<file path="src/rtl/fetch_unit_if.sv">
// fetch_unit_if: bundles the instruction-memory request/ack port, the
// controller redirect port and the decode-side valid/ready port of the
// fetch stage. The master side is the fetch unit; the slave side is the
// surrounding memory/controller environment.
interface fetch_unit_if;
  logic        imem_req;
  logic [31:0] imem_addr;
  logic        imem_ack;
  logic [31:0] imem_rdata;
  logic        redirect;
  logic [31:0] redirect_pc;
  logic        instr_valid;
  logic        instr_ready;
  logic [31:0] instr;
  logic [31:0] instr_pc;
  logic [31:0] pc_plus8;
  logic [1:0]  op;
  logic [3:0]  cond;
  logic [5:0]  funct;
  logic [3:0]  rd;

  modport master (
    output imem_req, imem_addr,
    input  imem_ack, imem_rdata,
    input  redirect, redirect_pc,
    output instr_valid,
    input  instr_ready,
    output instr, instr_pc, pc_plus8, op, cond, funct, rd
  );

  modport slave (
    input  imem_req, imem_addr,
    output imem_ack, imem_rdata,
    output redirect, redirect_pc,
    input  instr_valid,
    output instr_ready,
    input  instr, instr_pc, pc_plus8, op, cond, funct, rd
  );
endinterface

</file>
<file path="src/rtl/fetch_unit.sv">
// fetch_unit: instruction fetch stage. Owns the fetch PC, requests words
// from instruction memory, buffers {word, pc} pairs in a DEPTH-entry FIFO
// and presents the head instruction plus pre-split decode fields to the
// controller. A redirect flushes everything and restarts fetch at the
// new (word-aligned) target.
// Optional feature: define FETCH_BYPASS_EN to let an ack into an empty
// FIFO appear on the instruction outputs in the same cycle.
module fetch_unit #(
  parameter int          DEPTH    = 2,
  parameter logic [31:0] RESET_PC = 32'h0000_0000
) (
  input  logic         clk,
  input  logic         reset,
  fetch_unit_if.master bus
);

  localparam int PW = (DEPTH > 1) ? $clog2(DEPTH) : 1;
  localparam int CW = PW + 1;
  localparam logic [CW-1:0] FULL_COUNT = CW'(DEPTH);

  logic [31:0]   fetch_pc;
  logic [31:0]   word_mem [DEPTH];
  logic [31:0]   pc_mem   [DEPTH];
  logic [PW-1:0] rd_ptr;
  logic [PW-1:0] wr_ptr;
  logic [CW-1:0] count;

  logic          fifo_empty;
  logic          accept;
  logic          bypass_hit;
  logic          bypass_take;
  logic          push;
  logic          pop;
  logic [31:0]   head_word;
  logic [31:0]   head_pc;
  logic [31:0]   redirect_target;

  assign fifo_empty      = (count == '0);
  assign redirect_target = bus.redirect_pc & 32'hFFFF_FFFC;

  // Memory request is held at the current fetch PC whenever there is room.
  always_comb begin
    bus.imem_req  = !reset && (count < FULL_COUNT);
    bus.imem_addr = fetch_pc;
  end

  // An ack only counts while we are requesting and no redirect discards it.
  assign accept = bus.imem_ack && bus.imem_req && !bus.redirect;

`ifdef FETCH_BYPASS_EN
  assign bypass_hit = fifo_empty && accept;
`else
  assign bypass_hit = 1'b0;
`endif

  // A bypassed word consumed in the same cycle never needs a FIFO slot.
  assign bypass_take = bypass_hit && bus.instr_ready;
  assign push        = accept && !bypass_take;
  assign pop         = !fifo_empty && bus.instr_ready && !bus.redirect;

  // Select the presented instruction: FIFO head, or the live memory word.
  always_comb begin
    bus.instr_valid = !fifo_empty;
    head_word       = word_mem[rd_ptr];
    head_pc         = pc_mem[rd_ptr];
    if (bypass_hit) begin
      bus.instr_valid = 1'b1;
      head_word       = bus.imem_rdata;
      head_pc         = fetch_pc;
    end
  end

  // Head fields and decode slices are pure functions of the head entry.
  always_comb begin
    bus.instr    = head_word;
    bus.instr_pc = head_pc;
    bus.pc_plus8 = head_pc + 32'd8;
    bus.op       = head_word[27:26];
    bus.cond     = head_word[31:28];
    bus.funct    = head_word[25:20];
    bus.rd       = head_word[15:12];
  end

  // Fetch PC, pointers and occupancy; redirect overrides push and pop.
  always_ff @(posedge clk) begin
    if (reset) begin
      fetch_pc <= RESET_PC;
      rd_ptr   <= '0;
      wr_ptr   <= '0;
      count    <= '0;
    end else if (bus.redirect) begin
      fetch_pc <= redirect_target;
      rd_ptr   <= '0;
      wr_ptr   <= '0;
      count    <= '0;
    end else begin
      if (accept) fetch_pc <= fetch_pc + 32'd4;
      if (push)   wr_ptr   <= wr_ptr + 1'b1;
      if (pop)    rd_ptr   <= rd_ptr + 1'b1;
      case ({push, pop})
        2'b10:   count <= count + 1'b1;
        2'b01:   count <= count - 1'b1;
        default: count <= count;
      endcase
    end
  end

  // FIFO storage; cleared on reset so the idle head reads as all zeros.
  always_ff @(posedge clk) begin
    if (reset) begin
      for (int i = 0; i < DEPTH; i++) begin
        word_mem[i] <= '0;
        pc_mem[i]   <= '0;
      end
    end else if (push) begin
      word_mem[wr_ptr] <= bus.imem_rdata;
      pc_mem[wr_ptr]   <= fetch_pc;
    end
  end

endmodule
</file>
<file path="src/flat_wrapper.sv">
// flat-port wrapper written by rule: the top's interface ports become plain ports
module fetch_unit_flat 
#(
  parameter int          DEPTH    = 2,
  parameter logic [31:0] RESET_PC = 32'h0000_0000
)
  (clk, reset, bus_imem_req, bus_imem_addr, bus_imem_ack, bus_imem_rdata, bus_redirect, bus_redirect_pc, bus_instr_valid, bus_instr_ready, bus_instr, bus_instr_pc, bus_pc_plus8, bus_op, bus_cond, bus_funct, bus_rd);
  fetch_unit_if bus_i ();
  input  logic clk;
  input  logic reset;
  output wire logic [$bits(bus_i.imem_req)-1:0] bus_imem_req;
  output wire logic [$bits(bus_i.imem_addr)-1:0] bus_imem_addr;
  input wire logic [$bits(bus_i.imem_ack)-1:0] bus_imem_ack;
  input wire logic [$bits(bus_i.imem_rdata)-1:0] bus_imem_rdata;
  input wire logic [$bits(bus_i.redirect)-1:0] bus_redirect;
  input wire logic [$bits(bus_i.redirect_pc)-1:0] bus_redirect_pc;
  output wire logic [$bits(bus_i.instr_valid)-1:0] bus_instr_valid;
  input wire logic [$bits(bus_i.instr_ready)-1:0] bus_instr_ready;
  output wire logic [$bits(bus_i.instr)-1:0] bus_instr;
  output wire logic [$bits(bus_i.instr_pc)-1:0] bus_instr_pc;
  output wire logic [$bits(bus_i.pc_plus8)-1:0] bus_pc_plus8;
  output wire logic [$bits(bus_i.op)-1:0] bus_op;
  output wire logic [$bits(bus_i.cond)-1:0] bus_cond;
  output wire logic [$bits(bus_i.funct)-1:0] bus_funct;
  output wire logic [$bits(bus_i.rd)-1:0] bus_rd;
  assign bus_imem_req = bus_i.imem_req;
  assign bus_imem_addr = bus_i.imem_addr;
  assign bus_i.imem_ack = bus_imem_ack;
  assign bus_i.imem_rdata = bus_imem_rdata;
  assign bus_i.redirect = bus_redirect;
  assign bus_i.redirect_pc = bus_redirect_pc;
  assign bus_instr_valid = bus_i.instr_valid;
  assign bus_i.instr_ready = bus_instr_ready;
  assign bus_instr = bus_i.instr;
  assign bus_instr_pc = bus_i.instr_pc;
  assign bus_pc_plus8 = bus_i.pc_plus8;
  assign bus_op = bus_i.op;
  assign bus_cond = bus_i.cond;
  assign bus_funct = bus_i.funct;
  assign bus_rd = bus_i.rd;
  fetch_unit #(.DEPTH(DEPTH), .RESET_PC(RESET_PC)) u_core (.clk(clk), .reset(reset), .bus(bus_i));
endmodule
</file>
<file path="config.mk">
export PLATFORM = sky130hd
export DESIGN_NAME = fetch_unit_flat
export DESIGN_NICKNAME = d
export VERILOG_FILES = /design/src/rtl/fetch_unit_if.sv /design/src/rtl/fetch_unit.sv /design/src/flat_wrapper.sv
export SDC_FILE = /design/constraint.sdc
export NUM_CORES = 1
export LEC_CHECK = 0
export BUFFER_PORTS_ARGS = -buffer_cell sky130_fd_sc_hd__buf_4
export CORE_ASPECT_RATIO = 1.25
export CORE_MARGIN = 10
export CORE_UTILIZATION = 48
export DETAILED_ROUTE_END_ITERATION = 10
export GPL_TIMING_DRIVEN = 0
export MAX_ROUTING_LAYER = met4
export PLACE_DENSITY = 0.76
export REMOVE_ABC_BUFFERS = 1
export SYNTH_ARGS = -nofsm -noshare
export SYNTH_HDL_FRONTEND = slang
export SYNTH_SLANG_ARGS = --single-unit
export TNS_END_PERCENT = 20
</file>
<file path="constraint.sdc">
create_clock -name clk -period 2.7 [get_ports clk]
set_input_delay 0.27 -clock clk [delete_from_list [all_inputs] [get_ports clk]]
set_output_delay 0.27 -clock clk [all_outputs]
set_load 0.02 [all_outputs]
</file>
==> results.txt, run 1 <==
The I/O pin count is 215. The number of buffers created by CTS is 17. The number of remaining DRC errors came out at 0.

The power per cell area came out at around 570 nW/um2. The largest fanout of any net on the critical path is 18. The hold violation total from the final report came to 0. Setup repair after global routing could not meet its margin everywhere. At the end of the flow, the number of nets in the layout was 950. The clock tree root buffer cell is sky130_fd_sc_hd__clkbuf_16.

The number of max-slew violations in the final report is 0. The leakage power came out at roughly 4.3 nW. The master of the slowest instance on the critical path is sky130_fd_sc_hd__or4b_4. The initial antenna violation count came to 0.

The kind of critical path is reg -> out. Counting flops with an async set or reset pin after synthesis yields a share of 0%. The share of total power dissipated in combinational logic is around an eighth. The endpoint arrival time on the critical path came out at 2.55 ns. Measured along the y axis, the die boundary spans 165 um. TritonCTS built the clock tree.

The summed negative setup slack over all endpoints came out at -0.132 ns. The switching power summed over all nets is 0.00147 W. The slew at the pin closest to its max-slew limit is 0.738 ns. For this block, the via count after detailed routing is approximately 5.8k.

The total number of clock tree sinks came out at between 150 and 200. The final-report setup violation count is 2. The number of max-capacitance violations reported came out at 0. The global-route wire length before repair is 31.7 mm. The total global-route track usage is a little under a fifth.

On the worst path, the slowest cell contributes a delay of 0.54 ns. The starting utilization of the core area came out at between 40% and 50%. Once detailed placement completed, the half-perimeter wirelength came to 13.9 mm. The number of placed instances, taps included, is around 1.1k. The library cells used most frequently in the layout, excluding fill and tap cells, are 221 x sky130_fd_sc_hd__buf_4, 124 x sky130_fd_sc_hd__edfxtp_1, 123 x sky130_fd_sc_hd__and2_1. The pin count of the biggest net entering global routing came out at between 60 and 70. Routability-driven placement finished with a final weighted congestion of 0.800.

The routed design has 20.9 mm of wire. The worst setup path is launched from a register. The average wire length per cell after detail routing came out at approximately 19 um. The clock network accounts for about two fifths of the total power. The number of nets with antenna violations after routing is 0. The via density per instance is 5.20.

For this run, the number of standard cells in the final layout without fillers is about 1.1k. The total design power came out at 0.00600 W. The via count of the first global-routing pass came out at around 5.8k. The run finished, with violations left. The clock edge transition at the registers on the reported setup and hold paths came out at 0.06 ns.

The path type of the worst min-delay path is in -> reg. No sink is reached through more buffers than the 2 on the longest clock path. The final reports fail on negative setup slack. The number of antenna diodes in the final layout is 0.

The share of total power consumed by net switching is between 20% and 30%. The internal power summed over all cells is about 0.0045 W. The number of search-and-repair iterations in the first detailed-routing pass came out at 4.

The final setup slack of the worst path came out at -0.116 ns. The signal on the critical path passes through buf_12, mux2i_2, inv_2, nand2_2, or4b_4, nor4b_4, xor2_1, buf_4. For this run, the number of Yosys warnings is 0. In this run, the number of DRC markers left after iteration 0 of detailed routing was roughly 270. The worst clock skew came out at 0.00751 ns. The number of flops mapped to enable cells by yosys came out at about 120. The most used flip-flop cell after synthesis is sky130_fd_sc_hd__edfxtp_1.

The flip-flop and latch count after synthesis came out at between 150 and 200. The post-route core utilization is 64.8%. A synthesized cell averages about 12 um2. The area growth from synthesis to final layout came out at 31.9%. The share of post-route cells with drive strength above 1 came out at between 30% and 40%. The remaining global-route overflow came out at 0.

Synthesis instantiated 53 different standard cells from the library. The proportion of power drawn by flip-flops and latches is between 40% and 50%. The worst slack at placement came out at -0.791 ns.

The time the final worst path needs with I/O delays and setup came out at approximately 2.8 ns. The port buffer count is about 210. The post-synth design cell area came out at approximately 8000 um2. The floorplan step defined a die boundary enclosing approximately 22000 um2. The core region is around 16000 um2. The count of hold-fix buffers inserted at cts is 0. The share of synthesized area occupied by flip-flops and latches is a little under three fifths. The total number of placement rows came out at 52. The data required time at the worst endpoint is around 2.4 ns. The post-route clock period utilization came out at 104%. Clock latency on the worst-skew pair, taken at its later pin, is between 0.4 and 0.5 ns. The most common cell after layout, fill and taps aside is sky130_fd_sc_hd__buf_4.

Synthesis produced a netlist whose cell count is 680. For this run, the top clock speed supported by timing is 355 MHz. The worst setup path is captured at a primary output. In this run the tightest slew margin relative to its limit is about half. From left edge to right edge, the die measures between 100 and 150 um. The H-tree was split into 4 levels. The highest ir drop seen on vdd is 0.363 mV.
## critical path: cells and delay by family, from the launching register on
family                 cells  cell delay, ns
XOR/XNOR                   1            0.20
buffers and inverters      3            0.43
flip-flops                 1            0.38
multiplexers               1            0.19
AND/OR/NAND/NOR            3            0.91
## metal layers
layer,global-route usage (%),vias to the layer above,part of all wire [%]
li1,-,2775,-
met1,21.4,2771,40
met2,31.9,180,53
met3,3.83,26,5.3
met4,6.62,0,1.9
met5,-,-,0
## path summary, 6_finish.rpt
kind | startpoint | to | slack, ns | depth (start not counted)
setup / recovery | register | bus_pc_plus8[31] | -0.12 | 8
hold / removal | bus_redirect_pc[2] | u_core.bus.imem_addr[2]$_SDFFE_PP0P_ | 0.08 | 3
setup reg to reg | u_core.count[1]$_SDFFE_PP0P_ | u_core.bus.imem_addr[19]$_SDFFE_PP0P_ | 0.27 | 5
hold reg to reg | u_core.rd_ptr$_SDFFE_PP0P_ | u_core.rd_ptr$_SDFFE_PP0P_ | 0.59 | 2
## power groups by stage
| stage | combinational [W] | clock [W] | sequential, W |
|---|---|---|---|
| 2_1_floorplan | 0.000370 | 0 | 0.00291 |
| 3_3_place_gp | 0.000765 | 0 | 0.00289 |
| 3_5_place_dp | 0.000791 | 0 | 0.00289 |
| 4_1_cts | 0.000807 | 0.00240 | 0.00284 |
| 5_1_grt | 0.000856 | 0.00250 | 0.00286 |
| 6_report | 0.000801 | 0.00236 | 0.00284 |
## cell type report
class | count | area, um2
fillers | 1287 | 5750
flip-flops and latches | 159 | 4430
multi-input cells | 453 | 3330
repair buffers | 231 | 1900
clock buffers | 26 | 554
well taps | 216 | 270
inverters | 16 | 61.3
clock inverters | 6 | 37.5
## timing repair
| action | in CTS | in global routing |
|---|---|---|
| cloned | 4 | 1 |
| gates resized for setup | 14 | 7 |
| endpoints found under the setup margin | 182 | 19 |
| buffers inserted | 12 | 6 |
| pin swaps | 9 | 7 |
## state kept, by name, indices dropped and copies added (netlist names), named ones only
register	cells
u_core.word_mem	64
u_core.pc_mem	60
u_core.bus.imem_addr	30
u_core.count	2
u_core.rd_ptr	1
u_core.wr_ptr	1
## per-stage QoR
| step | hold slack (ns) | cell area (um2) |
|---|---|---|
| final | 0.0780 | 10600 |
| after CTS | 0.0626 | 10500 |
| after global routing | 0.0702 | 10600 |
| after global placement | 0.504 | 9510 |
| after floorplan | 0.339 | 7690 |
| after detailed placement | 0.507 | 9650 |
## Yosys cell counts, types with 14 or more instances
cell,number,area share [%]
sky130_fd_sc_hd__a211oi_1,18,1.7
sky130_fd_sc_hd__and2_1,123,9.6
sky130_fd_sc_hd__buf_4,23,2.2
sky130_fd_sc_hd__clkbuf_1,26,1.2
sky130_fd_sc_hd__dfxtp_1,35,8.7
sky130_fd_sc_hd__edfxtp_1,124,46
sky130_fd_sc_hd__inv_1,14,0.66
sky130_fd_sc_hd__mux2_2,49,6.9
sky130_fd_sc_hd__nand2_1,29,1.4
sky130_fd_sc_hd__nor2_1,41,1.9
sky130_fd_sc_hd__nor3_1,23,1.4
sky130_fd_sc_hd__xnor2_1,42,4.6
## cells by family after synthesis
group           synth area share [%]
buf+inv                         5.07
flops                           55.2
mux                             8.67
other cells                   0.0468
fa+ha+maj                      0.468
xor+xnor                        6.01
simple gates                    20.4
compound gates                  4.21
Power figures use the tool's default switching activity.
==> run 2, diff against run 1 <==
PLACE_DENSITY = unset   (was 0.76)
PLACE_DENSITY_LB_ADDON = 0.3   (was unset)
REMOVE_ABC_BUFFERS = unset   (was 1)
clock period = 2.5 ns   (was 2.7 ns; I/O delays follow)
==> run 2 against run 1 <==
The run still ends with negative setup slack left; cell area up 4.0%; power is 11% higher; routed wire length is 4.3% higher; sequential power increased by 8.1%; first-iteration DRC count is 44% higher; clock power increased by 13%; core utilization rose by 2.6 points; flip-flop and latch count did not move; clock skew is 0.00073 ns higher; register-to-register slack worse by 0.14 ns; count of clock-buffer cells in the layout shrank 9; largest power group unchanged; highest routed layer unchanged.
==> results.txt, run 2 (same netlist as run 1, synthesis figures left out) <==
Setup repair after global routing could not meet its margin everywhere. The clock reaches the later pin of the worst-skew pair after around 0.42 ns. The final weighted congestion of routability-driven global placement is roughly 0.84. Among all stages on the critical path, the largest delay is contributed by sky130_fd_sc_hd__dfxtp_4. The share of post-route cells with drive strength above 1 came out at 42.0%. The starting utilization of the core area came out at roughly half.

Of all nets on the critical path, the largest fanout is 5. In this run the most critical hold path is launched from bus_redirect_pc[3]. In the post-route analysis, the smallest setup slack over all paths is -0.400 ns. The total detailed-routing wirelength came out at 21.8 mm. In the final routed layout, each cell accounts on average for ~19 um. At the pin with the least slew margin, the transition time is 0.901 ns.

The most common cell after layout, fill and taps aside is sky130_fd_sc_hd__buf_4. The first detailed-routing pass ran for 5 iterations. The number of placed cells counting well taps is approximately 1.1k. In the routed layout, each cell is associated on average with a via count of 5.12. The core area came out at roughly 16000 um2. The kind of critical path is reg -> out. Traced cell by cell, the critical path runs through buf_8, buf_12, buf_12, mux2i_4, inv_2, ha_4, inv_2, a211oi_4, buf_6, nand3_4, nor4b_4, xor2_2, buf_6. The die span in y came out at 165 um. The deepest clock path buffer count came out at 2. At the worst endpoint, the arrival time is 2.65 ns. The number of remaining DRC errors is 0. Global routing used between 15 and 20% of the available tracks. The worst register-to-register path ends at u_core.word_mem[0][26]$_SDFFCE_PN0P_. The total number of clock tree sinks is 159. The total number of placement rows is 52. The worst register-to-register path begins at u_core.count[1]$_SDFFE_PP0P_. For this run, the post-layout net count is just over 1k. The path type of the worst min-delay path is in -> reg. The finished cells cover between 10000 and 15000 um2. The data required time at the worst endpoint is between 2 and 2.5 ns. The hold violation total from the final report came out at 0. Entering global routing, the biggest net connects between 60 and 70 pins.

The area growth from synthesis to final layout is 37.3%. The checks that failed: negative setup slack. The placed instances occupy a cell area of between 9000 and 10000 um2. The half-perimeter wire length after placement came out at around 16 mm.

The tightest slew margin relative to the limit came out at around two fifths. IR analysis of the VDD net gives a maximum drop of 0.400 mV. The time the final worst path needs with I/O delays and setup is ~2.9 ns. Setup slack on the worst reg-to-reg path comes out at 0.13 ns. The hold slack came out at just under 0.06 ns. The leakage power came out at roughly 4.6 nW.

The flow ran to the end, but the final reports show violations. The cell depth of the worst hold path is 3. The path with the worst hold slack has its endpoint at u_core.bus.imem_addr[3]$_SDFFE_PP0P_. The port buffer count came out at 206. The number of buffers created by CTS is 17. The first global-routing pass estimated approximately 33 mm of wire. The tool flagged a number of max-cap violations equal to 0. The via count of the first global-routing pass was between 6k and 7k.

The initial antenna violation count came out at 0. The count of nets left with antenna violations once routing finished came out at 0. The H-tree depth is 4. The violation count after the first detailed-route iteration is 394. The I/O pin count came out at about 220. The overall die width is around 140 um.

Dividing total power by cell area gives a power density of between 600 and 700 nW/um2. The summed negative setup slack over all endpoints came out at -5.05 ns. The library cells used most frequently in the layout, excluding fill and tap cells, are 244 x sky130_fd_sc_hd__buf_4, 124 x sky130_fd_sc_hd__edfxtp_1, 123 x sky130_fd_sc_hd__and2_1. The register with the most flip-flops in the final layout is u_core.word_mem.

The post-route clock period utilization came out at 116%. The vias after detailed routing is around 6.0k. The count of antenna diodes in the layout is 0. The number of max-slew violations in the final report came out at 0. The worst clock skew came out at 0.00825 ns. The final non-filler cell total is about 1.2k. The kind of end point of the critical path is a primary output.

The clock edge transition at the registers on the reported setup and hold paths is 0.06 ns. The area of the die came out at about 22000 um2. The largest single stage delay on the critical path is 0.36 ns.

The root buffer cell chosen for the clock tree is sky130_fd_sc_hd__clkbuf_16. The startpoint class of the critical path is a register. The remaining global-route overflow is 0. The count of hold-fix buffers inserted at cts is 0. The top achievable clock speed came out at 345 MHz. The number of cells on the worst reg-to-reg path is 6. TritonCTS built the clock tree. The flip-flop count of the largest register, all copies and words added is 64.

Setup violations remaining at the end of the flow were counted as 18.
[run 2: worst max-delay path by stage]
stage | to | slack, ns
3_3_place_gp | u_core.word_mem[0][3]$_SDFFCE_PN0P_ | -0.91
4_1_cts | bus_pc_plus8[31] | -0.58
2_1_floorplan | bus_pc_plus8[31] | -0.21
6_report | bus_pc_plus8[31] | -0.40
5_1_grt | bus_pc_plus8[31] | -0.49
3_5_place_dp | u_core.word_mem[0][5]$_SDFFCE_PN0P_ | -0.94
[run 2: critical path, delay by kind of cell (launching register included)]
family,cells,cell delay (ns)
compound gates,1,0.15
xor+xnor,1,0.17
fa+ha+maj,1,0.13
buf+inv,7,0.77
flops,1,0.36
mux,1,0.18
simple gates,2,0.43
[run 2: power by group]
group          total [W]  internal (W)  switching (W)
Combinational   0.000912      0.000409       0.000503
Clock            0.00266       0.00158        0.00108
Sequential       0.00307       0.00298      0.0000915
Total            0.00664       0.00497        0.00167
[run 2: what timing repair did]
| item | in CTS | in global routing |
|---|---|---|
| setup endpoints to repair | 206 | 95 |
| gates cloned | 4 | 0 |
| endpoints found under the hold margin | 0 | 0 |
| resized for setup | 28 | 36 |
| pin swaps | 13 | 23 |
| buffers inserted | 11 | 13 |
[run 2: final cells by class]
cell class | count | area, um2
plain buffers | 58 | 400
clock buffers | 17 | 425
clock inverters | 15 | 185
fillers | 1294 | 5320
inverters | 16 | 60.1
multi-input cells | 454 | 3480
flip-flops and latches | 159 | 4430
well taps | 216 | 270
repair buffers | 229 | 1760
[run 2: routing by layer]
metal	share of wire, %	GRT usage (%)	wire [um]
met2	51	33.3	11200
met4	2.6	7.65	575
met1	40	21.8	8630
met3	6.4	4.07	1400
met5	0	-	0
[run 2: metrics by stage]
step / power, W / utilization, % / worst slack (ns)
after global routing: 0.00685 / 67.4 / -0.486
after global placement: 0.00400 / 61.0 / -0.909
after floorplan: 0.00360 / - / -0.212
after detailed placement: 0.00401 / 61.0 / -0.941
after CTS: 0.00668 / 66.0 / -0.576
final: 0.00664 / 67.4 / -0.400
